`src/rtl/unidade_store.sv`:
```
// Store-side data path: narrows a register value to byte/half/word lanes and
// drives a single-outstanding write handshake to data memory with a wait-state timeout.
module unidade_store #(
  parameter int TIMEOUT = 16,
  parameter int CNT_W   = 5
) (
  input  logic        clock,
  input  logic        reset,
  input  logic        inicio,
  input  logic [1:0]  tamanho,
  input  logic [31:0] endereco,
  input  logic [31:0] dado,
  output logic        pronto,
  output logic        mem_we,
  output logic [31:0] mem_addr,
  output logic [31:0] mem_wdata,
  output logic [3:0]  mem_be,
  input  logic        mem_ack,
  output logic        concluido,
  output logic        erro_alinhamento,
  output logic        erro_timeout
);

  typedef enum logic [1:0] {IDLE, ESCRITA, FIM, ERRO} estado_t;

  estado_t            estado_q, estado_d;
  logic [CNT_W-1:0]   cnt_q, cnt_d;
  logic               pronto_q, pronto_d;
  logic               mem_we_q, mem_we_d;
  logic [31:0]        mem_addr_q, mem_addr_d;
  logic [31:0]        mem_wdata_q, mem_wdata_d;
  logic [3:0]         mem_be_q, mem_be_d;
  logic               concluido_q, concluido_d;
  logic               erro_alinhamento_q, erro_alinhamento_d;
  logic               erro_timeout_q, erro_timeout_d;
  logic               desalinhado;

  // Size code 11 is reserved and reported as a misaligned store.
  always_comb begin
    desalinhado = 1'b0;
    case (tamanho)
      2'b00:   desalinhado = 1'b0;
      2'b01:   desalinhado = endereco[0];
      2'b10:   desalinhado = |endereco[1:0];
      default: desalinhado = 1'b1;
    endcase
  end

  always_comb begin
    estado_d           = estado_q;
    cnt_d              = cnt_q;
    pronto_d           = pronto_q;
    mem_we_d           = mem_we_q;
    mem_addr_d         = mem_addr_q;
    mem_wdata_d        = mem_wdata_q;
    mem_be_d           = mem_be_q;
    concluido_d        = 1'b0;
    erro_alinhamento_d = 1'b0;
    erro_timeout_d     = 1'b0;

    case (estado_q)
      IDLE: begin
        pronto_d = 1'b1;
        if (inicio) begin
          pronto_d = 1'b0;
          if (desalinhado) begin
            estado_d           = ERRO;
            erro_alinhamento_d = 1'b1;
          end else begin
            estado_d   = ESCRITA;
            cnt_d      = '0;
            mem_we_d   = 1'b1;
            mem_addr_d = {endereco[31:2], 2'b00};
            case (tamanho)
              2'b00: begin
                mem_wdata_d = {4{dado[7:0]}};
                mem_be_d    = 4'b0001 << endereco[1:0];
              end
              2'b01: begin
                mem_wdata_d = {2{dado[15:0]}};
                mem_be_d    = endereco[1] ? 4'b1100 : 4'b0011;
              end
              default: begin
                mem_wdata_d = dado;
                mem_be_d    = 4'b1111;
              end
            endcase
          end
        end
      end

      // An ack on the last allowed wait cycle still counts as success.
      ESCRITA: begin
        if (mem_ack) begin
          estado_d    = FIM;
          mem_we_d    = 1'b0;
          mem_be_d    = 4'b0000;
          concluido_d = 1'b1;
        end else if (cnt_q == CNT_W'(TIMEOUT - 1)) begin
          estado_d       = FIM;
          mem_we_d       = 1'b0;
          mem_be_d       = 4'b0000;
          erro_timeout_d = 1'b1;
        end else begin
          cnt_d = cnt_q + CNT_W'(1);
        end
      end

      FIM: begin
        estado_d = IDLE;
        pronto_d = 1'b1;
      end

      default: begin
        estado_d = IDLE;
        pronto_d = 1'b1;
      end
    endcase
  end

  always_ff @(posedge clock) begin
    if (reset) begin
      estado_q           <= IDLE;
      cnt_q              <= '0;
      pronto_q           <= 1'b1;
      mem_we_q           <= 1'b0;
      mem_addr_q         <= '0;
      mem_wdata_q        <= '0;
      mem_be_q           <= '0;
      concluido_q        <= 1'b0;
      erro_alinhamento_q <= 1'b0;
      erro_timeout_q     <= 1'b0;
    end else begin
      estado_q           <= estado_d;
      cnt_q              <= cnt_d;
      pronto_q           <= pronto_d;
      mem_we_q           <= mem_we_d;
      mem_addr_q         <= mem_addr_d;
      mem_wdata_q        <= mem_wdata_d;
      mem_be_q           <= mem_be_d;
      concluido_q        <= concluido_d;
      erro_alinhamento_q <= erro_alinhamento_d;
      erro_timeout_q     <= erro_timeout_d;
    end
  end

  assign pronto           = pronto_q;
  assign mem_we           = mem_we_q;
  assign mem_addr         = mem_addr_q;
  assign mem_wdata        = mem_wdata_q;
  assign mem_be           = mem_be_q;
  assign concluido        = concluido_q;
  assign erro_alinhamento = erro_alinhamento_q;
  assign erro_timeout     = erro_timeout_q;

endmodule
```
`config.mk`:
```
export PLATFORM = sky130hd
export DESIGN_NAME = unidade_store
export DESIGN_NICKNAME = d
export VERILOG_FILES = /design/src/rtl/unidade_store.sv
export SDC_FILE = /design/constraint.sdc
export NUM_CORES = 1
export LEC_CHECK = 0
export BUFFER_PORTS_ARGS = -buffer_cell sky130_fd_sc_hd__buf_2
export CORE_MARGIN = 4
export CORE_UTILIZATION = 48
export DETAILED_ROUTE_END_ITERATION = 7
export GPL_ROUTABILITY_DRIVEN = 0
export MAX_ROUTING_LAYER = met4
export PLACE_DENSITY = 0.8
export SYNTH_ARGS = -nofsm -noshare
export SYNTH_HDL_FRONTEND = slang
export SYNTH_SLANG_ARGS = --single-unit
```
`constraint.sdc`:
```
create_clock -name clock -period 2.7 [get_ports clock]
set_input_delay 0 -clock clock [delete_from_list [all_inputs] [get_ports clock]]
set_output_delay 0 -clock clock [all_outputs]
set_load 0.005 [all_outputs]
```
# --- Yosys cells after proc, flatten, opt, wreduce, memory -nomap -nowiden ---
# Cells that the tools add are included.
word_totals:
  ff_bits: 78
  input_bits: 70
  output_inout_bits: 73
op_classes:
  n_addsub: 1
  eq_ne: 9
  shifts: 1
  n_mux: 29
  n_bitwise: 4
  n_reduce_logical: 11
ops:
  columns: ["operator", "n"]
  rows:
  - ["$pmux 32 s2", 1]
  - ["$mux 4", 5]
  - ["$mux 5", 4]
  - ["$pmux 4 s2", 2]
  - ["$pmux 5 s2", 1]
  - ["$mux 1", 8]
  - ["$mux 2", 4]
  - ["$ne 2x2->1 const B", 4]
  - ["$reduce_or 3->1", 2]
  - ["$add 5x1->5 const B", 1]
  - ["$eq 5x4->1 const B", 1]
  - ["$reduce_and 5->1", 1]
  - ["$eq 2x1->1 const B", 2]
  - ["$logic_not 2->1", 2]
  - ["$not 1->1", 4]
  - ["$pmux 1 s2", 2]
  - ["$pmux 2 s2", 1]
  - ["$reduce_and 4->1", 1]
  - ["$reduce_or 2->1", 2]
  - ["$shl 1x2->4 const A", 1]
  - ["$ne 3x3->1 const B", 1]
  - ["$pmux 1 s3", 1]
  - ["$reduce_and 3->1", 1]
  - ["$eq 2x2->1 const B", 1]
  - ["2 further kinds", 2]

# --- Depth between registers and ports, before layout ---
logic_depth:
  word_depth: 5
  mapped_depth: 7
  depth_no_buf: 7

# --- Least setup slack after synthesis ---
# Ideal clock, no wire load.
synth_path:
  kind: "reg2reg"
  startpoint: "register cnt_q[0]"
  endpoint: "register cnt_q[3]"
  setup_time_ps: 74
  arrival_ps: 1860
  slack_ps: 765
  stages_incl_launch_ff: 8
  path_buffers: 0
  cell_sequence: "dfxtp_1 ha_1 and3_1 ha_1 nor3b_1 a211oi_1 or4_1 a31oi_1"
synth_via:
  elab_chain_len: 4
synth_lines:
  columns: ["item", "line", "rtl"]
  rows:
  - ["start: declaration", "27", "logic [CNT_W-1:0] cnt_q, cnt_d;"]
  - ["start signal: assignment", "135", "cnt_q <= cnt_d;"]
  - ["$add 5x1->5", "105", "cnt_d = cnt_q + CNT_W'(1);"]
  - ["$mux 5", "99", "end else if (cnt_q == CNT_W'(TIMEOUT - 1)) begin"]
  - ["$mux 5", "94", "if (mem_ack) begin"]
  - ["$pmux 5 s2", "61", "case (estado_q)"]
# Parallel ways exist; a longest one is shown, timed or not. The select of a mux whose other input is x is not followed.
# A chain may end at the register's enable or synchronous reset.

# --- Worst setup path after layout ---
layout_path:
  startpoint: "input tamanho[1]"
  endpoint: "register mem_wdata_q[8] (netlist: mem_wdata[8])"
layout_via:
  elab_chain_len: 4
layout_lines:
  columns: ["item", "line", "rtl"]
  rows:
  - ["start: declaration", "10", "input logic [1:0] tamanho,"]
  - ["$eq 2x2->1 (tied with other cells)", "41", "case (tamanho)"]
  - ["$pmux 1 s3", "41", null]
  - ["$not 1->1 (no source line)", null, null]
  - ["$reduce_and 3->1 (no source line)", null, null]
  - ["end signal: assignment", "139", "mem_wdata_q <= mem_wdata_d;"]
  - ["end: declaration", "31", "logic [31:0] mem_wdata_q, mem_wdata_d;"]
# Parallel ways exist; a longest one is shown, timed or not.

==> flow_summary_export.csv <==
group,metric,value,unit
outcome,status,"finished, final reports clean",
critical_path,crit_arrival,2.69,ns
synth,yosysWarnings,0,
timing,fmax,0.416,GHz
place,port_buffers,140,
synth,synth_area_per_cell,8.37,µm²
critical_path,crit_path_end_kind,"flip-flop",
timing,relSlewSlack,53.0,%
synth,syn_inst,406,
synth,netlist_area,3400,µm²
final_layout,fillerInstances,541,
grt,grt_pass1_vias,3537,
critical_path,regToRegEndpoint,"mem_wdata[8]$_SDFFE_PP0P_",
synth,synth_area_leaders,"dfxtp_1 46%, a21oi_1 10%, o21ai_0 9.9%",
final_layout,regArea,1560,µm²
clocking,post_cts_buffers,0,
critical_path,ff2ff_setup_slack,0.30,ns
grt,grt_pass1_wl,16.9,mm
power_and_ir_drop,leakage,2.09,nW
clocking,clk_latency,0.34,ns
timing,setup_viol,0,
timing,fin_crit,2.40,ns
floorplanning,fp.dieH,92.1,µm
worst_hold_path,min_to,"mem_wdata[10]$_SDFFE_PP0P_",
synth,async_reset_ff_share,0,%
floorplanning,die_x,92.1,µm
detailed_routing,drc,0,
grt,antenna_found_initial,0,
synth,yosysTopAreaCell,"dfxtp_1",
final_layout,multi_input_area,1620,µm²
clocking,cts_tree,"built",
final_layout,layout.cells.most_common,"buf_2",
detailed_routing,wire_per_inst,15.8,µm
place,place_ws,0.574,ns
timing,slew_violations,0,
critical_path,critPathLaunchType,"input pin",
power_and_ir_drop,total_power,2.63,mW
timing,final.setup_skew,0.00668,ns
critical_path,ff2ff_path_depth,6,
timing,rsz0062_at_grt,"no",
final_layout,drive_gt1_share,29.6,%
grt,grt_start_max_net_pins,55,
synth,ys_types,38,
clocking,clk_pin_slew,0.07,ns
clocking,cts_sinks,78,
floorplanning,num_rows,30,
synth,yosys_register_bits,78,
critical_path,crit_path_max_fanout,54,
final_layout,layout_common_cells,"140 x buf_2, 78 x dfxtp_1, 67 x o21ai_0, 67 x a21oi_1, 51 x nand3_1",
final_layout,fin_nets,645,
clocking,root_buffer,"clkbuf_8",
timing,fin_hold_ws,0.00740,ns
clocking,numCtsBuffers,9,
timing,final.setup.worst_slack,0.297,ns
place,post-dp-hpwl,6.84,mm
detailed_routing,post_drt_via_cell_ratio,5.55,
power_and_ir_drop,peakVddDrop,0.000425,V
detailed_routing,vias,3748,
grt,grt-ovfl-total,0,
timing,worstMarginPinSlew,0.704,ns
clocking,cts.htree.levels,3,
power_and_ir_drop,power_density,548,nW/µm²
floorplanning,core_area,6830,µm²
clocking,clock_path_buffers,2,
final_layout,syn_to_final_growth,41.4,%
worst_hold_path,worstHoldStart,"dado[10]",
floorplanning,io-pin-count,143,
worst_hold_path,hold_class,"input pin to flip-flop",
detailed_routing,drtAntennaViolNets,0,
job,max-cap-violations,0,
worst_hold_path,hold-path-cell-count,3,
synth,synth_edf_count,0,
synth,synth-seq-area-share,46.0,%
critical_path,crit_type,"input pin to flip-flop",
timing,fin_crit_sh,89.0,%
floorplanning,die_area,8490,µm²
floorplanning,start_util,49.7,%
detailed_routing,first_pass_iters,5,
synth,synth_ff_type,"dfxtp_1",
detailed_routing,drt_iter0_markers,250,
grt,grt.total_usage,25.0,%
critical_path,cp.required,2.98,ns
timing,hold_violations,0,
critical_path,crit-reg2reg-launch,"estado_q[0]$_SDFFE_PP0P_",
timing,fin_tns_setup,0,ns
detailed_routing,wl,10.7,mm
synth,synth.top_cell.area_share,46.0,%
-- synth_stat cells (2+ instances only) --
cell,count
buf_6,2
nor3b_1,2
nor2_1,3
mux2i_1,16
a311oi_1,8
o2bb2ai_1,4
a211oi_1,9
ha_1,2
and3_1,3
inv_1,7
clkbuf_1,19
nand2_1,20
o21ai_0,67
o32ai_1,2
nor2_4,2
dfxtp_1,78
nor2b_1,3
nand2b_1,3
nand3_1,51
buf_2,16
a21oi_1,68
buf_4,3
o21ai_1,2
clkbuf_2,2
-- repair_timing --
action / 4_1_cts / 5_1_grt
hold endpoints to repair: 51 / 0
hold buffers: 49 / 0
gates resized for setup: 0 / 0
-- worst max path at each step --
stage	from	end	slack, ns	depth (start not counted)
after floorplan	cnt_q[0]$_SDFFE_PP0P_	cnt_q[3]$_SDFFE_PP0P_	0.77	7
after global placement	cnt_q[0]$_SDFFE_PP0P_	cnt_q[3]$_SDFFE_PP0P_	0.67	7
after detailed placement	cnt_q[0]$_SDFFE_PP0P_	cnt_q[3]$_SDFFE_PP0P_	0.57	7
after CTS	tamanho[1]	mem_wdata[8]$_SDFFE_PP0P_	0.34	8
after global routing	tamanho[1]	mem_wdata[8]$_SDFFE_PP0P_	0.12	8
final	tamanho[1]	mem_wdata[8]$_SDFFE_PP0P_	0.30	8
-- power breakdown --
part / internal (mW) / leakage, nW / total (mW) / switching [mW]
clock: 0.449 / 0.102 / 0.868 / 0.419
sequential: 1.22 / 0.637 / 1.26 / 0.0393
combinational: 0.228 / 1.35 / 0.506 / 0.279
-- per-layer routing --
layer,vias up,global-route usage [%],share of wire [%]
met5,-,-,0
met2,168,40.7,49
met1,1756,31.1,43
met3,20,3.69,6.5
li1,1804,-,-
met4,0,10.3,2.3
-- sequential cells by signal, summed over array words and instances, names as in the netlist --
register          count
mem_be                4
erro_timeout          1
cnt_q                 5
mem_we                1
erro_alinhamento      1
estado_q              2
mem_wdata            32
mem_addr             30
pronto                1
concluido             1
-- layout make-up --
| class | instances | area share (%) |
|---|---|---|
| Clock inverter | 6 | 1.28 |
| Clock buffer | 10 | 2.86 |
| Timing Repair Buffer | 197 | 26.6 |
| Multi-Input combinational cell | 280 | 33.7 |
| Sequential cell | 78 | 32.5 |
| Antenna cell | 1 | 0.0521 |
| Inverter | 7 | 0.547 |
| Tap cell | 96 | 2.50 |
-- stage by stage --
stage | area [µm²] | util, % | cells
finish | 4800 | 70.3 | 675
global route | 4800 | 70.3 | 674
floorplan | 3400 | - | 407
global placement | 4110 | 60.2 | 609
detailed placement | 4110 | 60.2 | 609
CTS | 4800 | 70.3 | 674
-- worst max-delay path: stages --
cell and delay [ns]:
dlygate4sd3_1 0.53, buf_2 0.17, nor2_2 0.43, a21o_2 0.34
buf_12 0.28, a21oi_1 0.10, a311oi_1 0.24, dlygate4sd3_1 0.58
-- cells by family (layout without fill, tap and decap cells) --
kind of cell,after synthesis,after routing,share of synthesized area (%)
AO/OA/AOI/OAI,166,166,27.1
other,1,3,0.110
adder cells (fa/ha/maj),2,2,0.737
multiplexers,16,16,4.71
flip-flops,78,78,46.0
buffers and inverters,49,220,6.85
AND/OR/NAND/NOR,94,94,14.5
Note: power is estimated with default switching activity, not from simulation.
